File: src/rtl/music_pkg.sv
// Shared types and event-word layout for the song sequencer.
// Pure declarations, no logic and no latency.
// Imported by the sequencer top; the tick prescaler is standalone.
package music_pkg;

    typedef enum logic [1:0] {
        ST_IDLE   = 2'd0,
        ST_FETCH  = 2'd1,
        ST_DECODE = 2'd2,
        ST_PLAY   = 2'd3
    } state_t;

    // Event word: note code in the upper byte, duration in ticks in the lower byte
    localparam int NOTE_MSB = 15;
    localparam int NOTE_LSB = 8;
    localparam int DUR_MSB  = 7;
    localparam int DUR_LSB  = 0;

    // A zero duration marks the end of the song; a zero note is a rest
    localparam logic [7:0] END_DURATION = 8'd0;
    localparam logic [7:0] REST_NOTE    = 8'd0;

endpackage

File: src/rtl/tempo_tick.sv
// Tempo prescaler: one-cycle tick every TICK_DIV clk cycles.
// Tick asserts combinationally in the last count of each period.
// No backpressure; restart forces the count back to 0 on the next edge.
module tempo_tick #(
    parameter int TICK_DIV = 390625
) (
    input  logic clk,
    input  logic resetn,
    input  logic restart,
    output logic tick
);

    localparam int CNT_W = (TICK_DIV > 1) ? $clog2(TICK_DIV) : 1;
    localparam logic [CNT_W-1:0] LAST = CNT_W'(TICK_DIV - 1);

    logic [CNT_W-1:0] cnt_q;
    logic [CNT_W-1:0] cnt_d;

    // Next count: wrap at the end of the period or jump to 0 on restart
    always_comb begin
        cnt_d = cnt_q + 1'b1;
        if (restart || (cnt_q == LAST)) begin
            cnt_d = '0;
        end
    end

    // Count register with synchronous active-low reset
    always_ff @(posedge clk) begin
        if (!resetn) begin
            cnt_q <= '0;
        end else begin
            cnt_q <= cnt_d;
        end
    end

    assign tick = (cnt_q == LAST);

endmodule

File: src/rtl/song_sequencer.sv
// Song sequencer: fetches timed note events from a sync ROM and drives fullnote/gate.
// Start to first note valid is 3 edges (FETCH, DECODE, PLAY); 2 idle cycles between notes.
// No backpressure; stop aborts from any state, start is ignored while busy.
module song_sequencer
    import music_pkg::*;
#(
    parameter int TICK_DIV  = 390625,
    parameter int ADDR_W    = 8,
    parameter int GAP_TICKS = 1
) (
    input  logic              clk,
    input  logic              resetn,
    input  logic              start,
    input  logic              stop,
    input  logic              loop_en,
    output logic [ADDR_W-1:0] rom_addr,
    input  logic [15:0]       rom_data,
    output logic [7:0]        fullnote,
    output logic              gate,
    output logic              busy,
    output logic              done
);

    localparam logic [7:0] GAP = 8'(GAP_TICKS);

    state_t            state_q, state_d;
    logic [ADDR_W-1:0] addr_q, addr_d;
    logic [7:0]        dur_q, dur_d;
    logic [7:0]        note_q, note_d;
    logic              gate_q, gate_d;
    logic              done_q, done_d;
    logic              restart;
    logic              tick;

    logic [7:0] ev_note;
    logic [7:0] ev_dur;
    logic [7:0] dur_dec;

    assign ev_note = rom_data[NOTE_MSB:NOTE_LSB];
    assign ev_dur  = rom_data[DUR_MSB:DUR_LSB];
    assign dur_dec = dur_q - 8'd1;

    tempo_tick #(
        .TICK_DIV (TICK_DIV)
    ) u_tempo_tick (
        .clk     (clk),
        .resetn  (resetn),
        .restart (restart),
        .tick    (tick)
    );

    // Next-state and output-register logic; stop outranks every other transition
    always_comb begin
        state_d = state_q;
        addr_d  = addr_q;
        dur_d   = dur_q;
        note_d  = note_q;
        gate_d  = gate_q;
        done_d  = 1'b0;
        restart = 1'b0;

        if (stop && (state_q != ST_IDLE)) begin
            state_d = ST_IDLE;
            addr_d  = '0;
            note_d  = REST_NOTE;
            gate_d  = 1'b0;
        end else begin
            case (state_q)
                ST_IDLE: begin
                    if (start && !stop) begin
                        state_d = ST_FETCH;
                    end
                end
                ST_FETCH: begin
                    state_d = ST_DECODE;
                end
                ST_DECODE: begin
                    if (ev_dur == END_DURATION) begin
                        addr_d = '0;
                        if (loop_en) begin
                            state_d = ST_FETCH;
                        end else begin
                            done_d  = 1'b1;
                            note_d  = REST_NOTE;
                            gate_d  = 1'b0;
                            state_d = ST_IDLE;
                        end
                    end else begin
                        note_d  = ev_note;
                        dur_d   = ev_dur;
                        restart = 1'b1;
                        gate_d  = (ev_note != REST_NOTE) && (ev_dur > GAP);
                        state_d = ST_PLAY;
                    end
                end
                ST_PLAY: begin
                    if (tick) begin
                        dur_d = dur_dec;
                        // Articulation gap: silence the last GAP_TICKS of the note
                        if (dur_dec == GAP) begin
                            gate_d = 1'b0;
                        end
                        if (dur_dec == 8'd0) begin
                            gate_d  = 1'b0;
                            addr_d  = addr_q + 1'b1;
                            state_d = ST_FETCH;
                        end
                    end
                end
                default: begin
                    state_d = ST_IDLE;
                end
            endcase
        end
    end

    // State and output registers with synchronous active-low reset
    always_ff @(posedge clk) begin
        if (!resetn) begin
            state_q <= ST_IDLE;
            addr_q  <= '0;
            dur_q   <= '0;
            note_q  <= '0;
            gate_q  <= 1'b0;
            done_q  <= 1'b0;
        end else begin
            state_q <= state_d;
            addr_q  <= addr_d;
            dur_q   <= dur_d;
            note_q  <= note_d;
            gate_q  <= gate_d;
            done_q  <= done_d;
        end
    end

    assign rom_addr = addr_q;
    assign fullnote = note_q;
    assign gate     = gate_q;
    assign done     = done_q;
    assign busy     = (state_q != ST_IDLE);

endmodule

File: config.mk
export PLATFORM = sky130hd
export DESIGN_NAME = song_sequencer
export DESIGN_NICKNAME = d
export VERILOG_FILES = /design/src/rtl/music_pkg.sv /design/src/rtl/tempo_tick.sv /design/src/rtl/song_sequencer.sv
export SDC_FILE = /design/constraint.sdc
export NUM_CORES = 1
export LEC_CHECK = 0
export BUFFER_PORTS_ARGS = -buffer_cell sky130_fd_sc_hd__buf_2
export CORE_UTILIZATION = 56
export CTS_BUF_LIST = sky130_fd_sc_hd__clkbuf_16
export CTS_CLUSTER_SIZE = 8
export DETAILED_ROUTE_END_ITERATION = 6
export GPL_ROUTABILITY_DRIVEN = 1
export PLACE_DENSITY_LB_ADDON = 0.12
export SYNTH_ARGS = -nofsm -noshare
export SYNTH_HDL_FRONTEND = slang
export SYNTH_SLANG_ARGS = --single-unit
File: constraint.sdc
create_clock -name clk -period 3.66 [get_ports clk]
set_input_delay 0.549 -clock clk [delete_from_list [all_inputs] [get_ports clk]]
set_output_delay 0.549 -clock clk [all_outputs]
set_load 0.01 [all_outputs]
# Yosys cells after proc, flatten, opt, wreduce, memory -nomap -nowiden
# Cells that the tools add are included.
[op_classes]
addsub = 3
n_lt_le_gt_ge = 1
n_eq_ne = 13
muxes = 25
n_bitwise = 4
n_reduce_logical = 19
[ops]
columns = ["operator", "n"]
rows = [
  ["$mux 8", 7],
  ["$pmux 8 s2", 2],
  ["$add 19x1->19 const B", 1],
  ["$eq 19x19->1 const B", 1],
  ["$logic_not 8->1", 2],
  ["$ne 2x2->1 const B", 6],
  ["$reduce_and 4->1", 3],
  ["$mux 1", 10],
  ["$add 8x1->8 const B", 1],
  ["$eq 8x1->1 const B", 1],
  ["$gt 8x1->1 const B", 1],
  ["$mux 2", 4],
  ["$pmux 2 s4", 1],
  ["$reduce_bool 8->1", 1],
  ["$sub 8x1->8 const B", 1],
  ["$ne 3x3->1 const B", 2],
  ["$eq 2x2->1 const B", 2],
  ["$not 1->1", 4],
  ["$reduce_bool 2->1", 2],
  ["$reduce_or 2->1", 2],
  ["$reduce_or 4->1", 1],
  ["$logic_and 1x1->1", 3],
  ["$reduce_and 3->1", 1],
  ["$eq 2x1->1 const B", 1],
  ["5 further kinds", 5],
]
[totals]
ff_bits = 47
out_inout_bits = 19
word_cells = 72

# Depth between registers and ports, before layout
# Gate-level depths: netlist of the first run.
[depth]
depth_word = 6
ltp_mapped = 10
ltp_nobuf = 8

# Cells and area by module
# Synthesis of the first run repeated with hierarchy kept, for this count alone.
[hier_totals]
hier_cells = 324
hier_area_um2 = 2675.1
[modules_own_cells]
columns = ["module", "instances", "cells_per_inst", "area_per_inst_um2", "seq_area_each_um2"]
rows = [
  ["song_sequencer", 1, 222, 1770.4, 560.5],
  ["tempo_tick", 1, 102, 904.6, 380.4],
]

# Least setup slack after synthesis of the first run
# No wires, ideal clock.
[synth_path]
kind = "register -> register"
start = "register dur_q[0]"
end = "register addr_q[2] (netlist: rom_addr[2])"
arrival_ps = 2586
required_time_ps = 3589
path_slack_ps = 1002
stages_incl_launch_ff = 11
synth_period_minus_slack_ps = 2658
cell_sequence = "dfxtp_1 > inv_1 > ha_1 > or3b_1 > buf_6 > xnor2_1 > or3_4 > o31a_1 > buf_6 > or4_1 > a21oi_1"
[synth_via]
elab_chain_len = 4
[synth_lines]
columns = ["item", "line", "rtl"]
rows = [
  ["start, declared", "song_sequencer.sv:28", "logic [7:0] dur_q, dur_d;"],
  ["start signal, assigned", "song_sequencer.sv:129", "dur_q <= dur_d;"],
  ["$sub 8x1->8", "song_sequencer.sv:41", "assign dur_dec = dur_q - 8'd1;"],
  ["$logic_not 8->1", "song_sequencer.sv:103", "if (dur_dec == 8'd0) begin"],
  ["$ne 2x2->1 (no line)", "--", ""],
  ["$reduce_and 4->1 (no line)", "--", ""],
  ["end signal, assigned", "song_sequencer.sv:128", "addr_q <= addr_d;"],
  ["end, declared", "song_sequencer.sv:27", "logic [ADDR_W-1:0] addr_q, addr_d;"],
]
# No other way between the ends.
# A chain may end at the register's enable or synchronous reset.

# Worst setup path after layout of the first run
[layout_path]
start = "register dur_q[0]"
end = "register addr_q[3] (netlist: rom_addr[3])"
# Same word-level chain as after synthesis.

==> flow_metrics.py, run 1 <==
metrics = {
    "status": {
        "outcome": "finished, final reports clean",
    },
    "pwr": {
        "irDropWorstVdd_uv": 318.1,
        "total_power_mw": 1.178,
        "p_leak_nw": 1.131,
        "powerDensity_nw_per_um2": 419.8,
    },
    "sta": {
        "fin_crit_ps": 2890,
        "fmax_mhz": 346.1,
        "slew_violations": 0,
        "worst_pin_slew_ps": 1029,
        "relSlewSlack": 0.3083,
        "hold_violations": 0,
        "setup_viol": 0,
        "tns_ps": 0,
        "fin_ws_ps": 770.4,
        "clock-skew-final_ps": 8.224,
        "rsz0062_at_grt": "false",
        "min_period_over_period": 0.7895,
    },
    "die": {
        "chipWidth_um": 68.21,
        "core_um2": 4115,
        "ios": 40,
        "rows": 23,
        "start_util": 0.5965,
        "die-area_um2": 4653,
        "die_y_um": 68.21,
    },
    "place": {
        "dp_hpwl_um": 3720,
        "dpl.cell_count": 370,
        "io_buffers": 39,
        "gp_congestion": 0.8065,
        "dp_slack_ps": 828.6,
    },
    "yosys": {
        "synth_area_um2": 2455,
        "ys_seq_elements": 47,
        "synthCells": 291,
        "yosysTopAreaCellShare": 0.3833,
        "yosysTopAreaCell": "dfxtp_1",
        "synth_ff_type": "dfxtp_1",
        "avgSynthCellArea_um2": 8.436,
        "yosys_warnings": 0,
        "synth_nets": 322,
        "synthTopCellsByArea": "dfxtp_1 (38%), nor2_1 (6.1%), ha_1 (5.1%)",
        "ys_seq_area_frac": 0.3833,
        "synth_edf_count": 0,
        "yosysUniqueCellTypes": 47,
        "synthArstFlopShare": 0,
    },
    "min_path": {
        "hp-start": "rom_addr[7]$_SDFFE_PP0P_",
        "hold_path_class": "reg2reg",
    },
    "clock_network": {
        "cts_hold_buf": 0,
        "cts.sinks": 47,
        "cts_tree": "done",
        "htreeDepth": 2,
        "clk_pin_slew_ps": 60,
        "cts-root-buf": "clkbuf_16",
        "cts_resized": 0,
        "postCtsSetupBuffers": 0,
        "cts_buffer_depth": 2,
        "clk_latency_ps": 280,
        "numCtsBuffers": 5,
    },
    "worst_setup_path": {
        "end_kind": "register",
        "start_kind": "register",
        "r2r-start": "dur_q[0]$_SDFFE_PN0P_",
        "critPathKind": "reg2reg",
        "arrival_ps": 3090,
        "crit_start": "dur_q[0]$_SDFFE_PN0P_",
        "crit_fanout": 13,
        "required_ps": 3860,
    },
    "finish": {
        "final_util": 0.6817,
        "n_antenna_cell": 0,
        "drive_above_1_share": 0.1774,
        "syn_to_final_growth_pct": 14.27,
        "final_nets": 358,
        "fill_cells": 350,
        "final_common_cell": "dfxtp_1",
        "fin_cells": 377,
        "final_cell_mix": "dfxtp_1 (47), nor2_1 (40), buf_2 (39)",
    },
    "drt": {
        "antenna_left": 0,
        "remaining_drc_errors": 0,
        "wl_um": 5116,
        "wire_per_inst_um": 13.57,
        "drtIter0Drc": 100,
        "drt_pre_antenna_iters": 4,
        "drt-vias-per-instance": 5.721,
        "dr_total_vias": 2157,
    },
    "global_route": {
        "grtUsageTotal": 0.2335,
        "grt_pass1_vias": 1919,
        "grt_pass1_wl_um": 8224,
        "grt_max_degree": 20,
        "grt_overflow": 0,
        "antenna_found_initial": 0,
    },
    "run": {
        "drv_cap": 0,
    },
}
[worst paths after layout]
| check | slack (ps) | endpoint | cells after the start |
|---|---|---|---|
| setup reg to reg | 770 | rom_addr[3]$_SDFFE_PP0P_ | 8 |
| hold / removal | 480 | rom_addr[7]$_SDFFE_PP0P_ | 2 |
| setup / recovery | 770 | rom_addr[3]$_SDFFE_PP0P_ | 8 |
| hold reg to reg | 480 | rom_addr[7]$_SDFFE_PP0P_ | 2 |
[cells in the mapped netlist (all sizes together), types with 6 or more instances]
| master | n |
|---|---|
| mux2i | 7 |
| clkbuf | 8 |
| a21boi | 6 |
| a21oi | 9 |
| and3 | 7 |
| dfxtp | 47 |
| xnor2 | 6 |
| a22oi | 8 |
| nand3 | 10 |
| nor3 | 8 |
| xor2 | 13 |
| inv | 13 |
| nand2 | 25 |
| or4 | 6 |
| nand4 | 7 |
| ha | 10 |
| o21ai | 11 |
| nor2 | 40 |
[critical path, stage by stage (launching register included)]
cell     delay (ps)
dfxtp_1         370
inv_1           130
ha_1            240
or3b_1          460
xnor2_1         160
or3_4           340
o31a_1          420
or4_1           540
a21oi_1         160
[logic make-up after synthesis]
kind of cell             Yosys count  share of synthesized area
AND/OR/NAND/NOR                  130                     0.2701
multiplexers                       9                    0.03772
flip-flops                        47                     0.3833
AO/OA/AOI/OAI                     52                     0.1417
adder cells (fa/ha/maj)           10                    0.05097
XOR/XNOR                          19                    0.06779
buffers and inverters             24                    0.04842
[sequential cells by signal, indices dropped and copies added, names as in the netlist]
| signal | cells |
|---|---|
| gate | 1 |
| dur_q | 8 |
| done | 1 |
| rom_addr | 8 |
| state_q | 2 |
| fullnote | 8 |
| u_tempo_tick.cnt_q | 19 |
[report_power, final]
group          leakage (nW)  internal, mW  total, mW  switching (mW)
logic                 0.670        0.0598      0.146          0.0864
clock network        0.0811         0.316      0.492           0.176
registers             0.379         0.525      0.539          0.0144
total                  1.13         0.901       1.18           0.277
[stage by stage]
| step | hold slack (ps) | instance area (µm²) |
|---|---|---|
| floorplan | 441.7 | 2455 |
| global placement | 458.5 | 2646 |
| detailed placement | 470.8 | 2646 |
| CTS | 463.4 | 2805 |
| global route | 466.7 | 2805 |
| finish | 479.4 | 2805 |
[per-layer routing]
metal | track usage | wire, µm
met1 | 0.2875 | 2340
met2 | 0.3909 | 2512
met3 | 0.06000 | 197
met4 | 0.08073 | 65
met5 | 0 | 0
[cell type report]
| class | count | area (µm²) | share of cell area |
|---|---|---|---|
| clock inverter | 2 | 33.78 | 0.01204 |
| clock buffer | 5 | 125.1 | 0.04460 |
| tap | 50 | 62.56 | 0.02230 |
| timing repair buffer | 39 | 195.2 | 0.06958 |
| multi-input combinational | 220 | 1395 | 0.4973 |
| inverter | 14 | 52.55 | 0.01873 |
| sequential | 47 | 940.9 | 0.3354 |
No activity file was read; power rests on OpenSTA's default activity.
==> inputs of run 2 (changes only) <==
==> constraint.sdc (replaced) <==
create_clock -name clk -period 2.7 [get_ports clk]
set_input_delay 0.405 -clock clk [delete_from_list [all_inputs] [get_ports clk]]
set_output_delay 0.405 -clock clk [all_outputs]
set_load 0.01 [all_outputs]
==> run 2 against run 1 <==
- first-iteration DRC count up 20%
- clock power up 60%
- sequential power up 36%
- sequential share of layout area down 1.2 points
- clock-buffer cell count unchanged
- critical path depth unchanged
- hold slack worse by 160 ps
- final cell count up 2.4%
- flip-flop and latch count unchanged
- clock skew about the same
- core utilization up 2.6 points
- largest cell class unchanged
- highest routed layer unchanged
==> flow_metrics.py, run 2 (synthesis results as in run 1) <==
metrics = {
    "status": {
        "outcome": "finished, final reports clean",
    },
    "die": {
        "core_um2": 4115,
        "die_y_um": 68.21,
        "rows": 23,
        "start_util": 0.5965,
        "chipWidth_um": 68.21,
        "ios": 40,
        "die-area_um2": 4653,
    },
    "clock_network": {
        "cts-root-buf": "clkbuf_16",
        "clk_latency_ps": 280,
        "cts_hold_buf": 0,
        "cts.sinks": 47,
        "htreeDepth": 2,
        "cts_buffer_depth": 2,
        "cts_tree": "done",
        "clk_pin_slew_ps": 70,
        "numCtsBuffers": 5,
    },
    "finish": {
        "final_common_cell": "dfxtp_1",
        "syn_to_final_growth_pct": 18.60,
        "n_antenna_cell": 0,
        "largest_reg_flops": 19,
        "final_cell_mix": "dfxtp_1 (46), nor2_1 (40), buf_2 (39)",
        "fill_cells": 337,
        "drive_above_1_share": 0.2113,
        "final_util": 0.7075,
        "top_register": "u_tempo_tick.cnt_q",
        "final_nets": 366,
    },
    "sta": {
        "fmax_mhz": 385.3,
        "rsz0062_at_grt": "false",
        "clock-skew-final_ps": 8.421,
        "setup_viol": 0,
        "fin_crit_ps": 2596,
        "tns_ps": 0,
        "min_period_over_period": 0.9614,
        "slew_violations": 0,
        "relSlewSlack": 0.6865,
        "hold_violations": 0,
        "worst_pin_slew_ps": 469.0,
    },
    "worst_setup_path": {
        "end_kind": "register",
        "start_kind": "register",
        "crit_fanout": 13,
        "required_ps": 2920,
        "arrival_ps": 2810,
        "critPathKind": "reg2reg",
    },
    "drt": {
        "drtIter0Drc": 120,
        "m1WireLength_um": 2438,
        "dr_total_vias": 2193,
        "drt-vias-per-instance": 5.681,
        "wl_um": 5367,
        "wire_per_inst_um": 13.90,
        "met2_length_um": 2672,
        "antenna_left": 0,
        "dr_wl_met3_um": 232,
        "remaining_drc_errors": 0,
        "drt_pre_antenna_iters": 4,
        "dr.max_layer_used": "met4",
    },
    "place": {
        "io_buffers": 39,
        "dp_hpwl_um": 3849,
        "gp_congestion": 0.9358,
    },
    "global_route": {
        "grt_pass1_vias": 1994,
        "grt_overflow": 0,
        "grt_max_degree": 20,
        "grt_pass1_wl_um": 8838,
        "antenna_found_initial": 0,
        "grtUsageTotal": 0.2541,
    },
    "pwr": {
        "powerDensity_nw_per_um2": 594.2,
        "irDropWorstVdd_uv": 405.9,
        "p_leak_nw": 1.180,
    },
    "min_path": {
        "hold_path_class": "in2reg",
    },
    "run": {
        "drv_cap": 0,
    },
}
run 2: per-stage QoR:
stage | cells | cell area (µm²) | worst slack (ps) | hold slack, ps | power [mW]
final | 386 | 2912 | 104.3 | 316.1 | 1.730
after floorplan | 291 | 2455 | 42.22 | 441.7 | 0.8855
after global routing | 386 | 2912 | 2.696 | 310.3 | 1.803
after CTS | 386 | 2899 | 18.18 | 309.7 | 1.749
after detailed placement | 378 | 2706 | 78.92 | 464.6 | 0.9540
after global placement | 378 | 2706 | 148.6 | 457.6 | 0.9493
run 2: critical path, stage by stage, from the launching register on:
cell	delay [ps]
dfxtp_2	350
inv_1	90
ha_1	180
or3b_4	400
xnor2_1	130
or3_4	350
o31a_4	390
or4_1	510
a21oi_1	140
run 2: worst paths after layout:
check	from	to	slack, ps	cells past startpoint
setup / recovery	dur_q[1]$_SDFFE_PN0P_	rom_addr[7]$_SDFFE_PP0P_	100	8
hold / removal	loop_en	done$_SDFF_PP0_	320	2
setup reg to reg	dur_q[1]$_SDFFE_PN0P_	rom_addr[7]$_SDFFE_PP0P_	100	8
hold reg to reg	rom_addr[7]$_SDFFE_PP0P_	rom_addr[7]$_SDFFE_PP0P_	470	2
run 2: power by group:
group / switching, mW / internal, mW / leakage [nW]
sequential: 0.0193 / 0.712 / 0.380
clock: 0.256 / 0.530 / 0.0900
combinational: 0.122 / 0.0911 / 0.710
total: 0.398 / 1.33 / 1.18
run 2: layout make-up:
| cell class | count | area [µm²] | area share |
|---|---|---|---|
| Multi-Input combinational cell | 220 | 1406 | 0.4830 |
| Sequential cell | 47 | 942.2 | 0.3236 |
| Timing Repair Buffer | 47 | 255.2 | 0.08767 |
| Clock buffer | 5 | 125.1 | 0.04297 |
| Clock inverter | 3 | 67.56 | 0.02321 |
| Tap cell | 50 | 62.56 | 0.02149 |
| Inverter | 14 | 52.55 | 0.01805 |
run 2: layer usage:
layer,vias up,track usage
met1,1031,0.3036
li1,1114,-
met5,-,0
met3,2,0.06500
met2,46,0.4449
met4,0,0.07031
run 2: repair_timing:
item                                    in CTS  in global routing
buffers inserted                             0                  0
gates resized for setup                      0                  4
endpoints found under the setup margin       0                  4
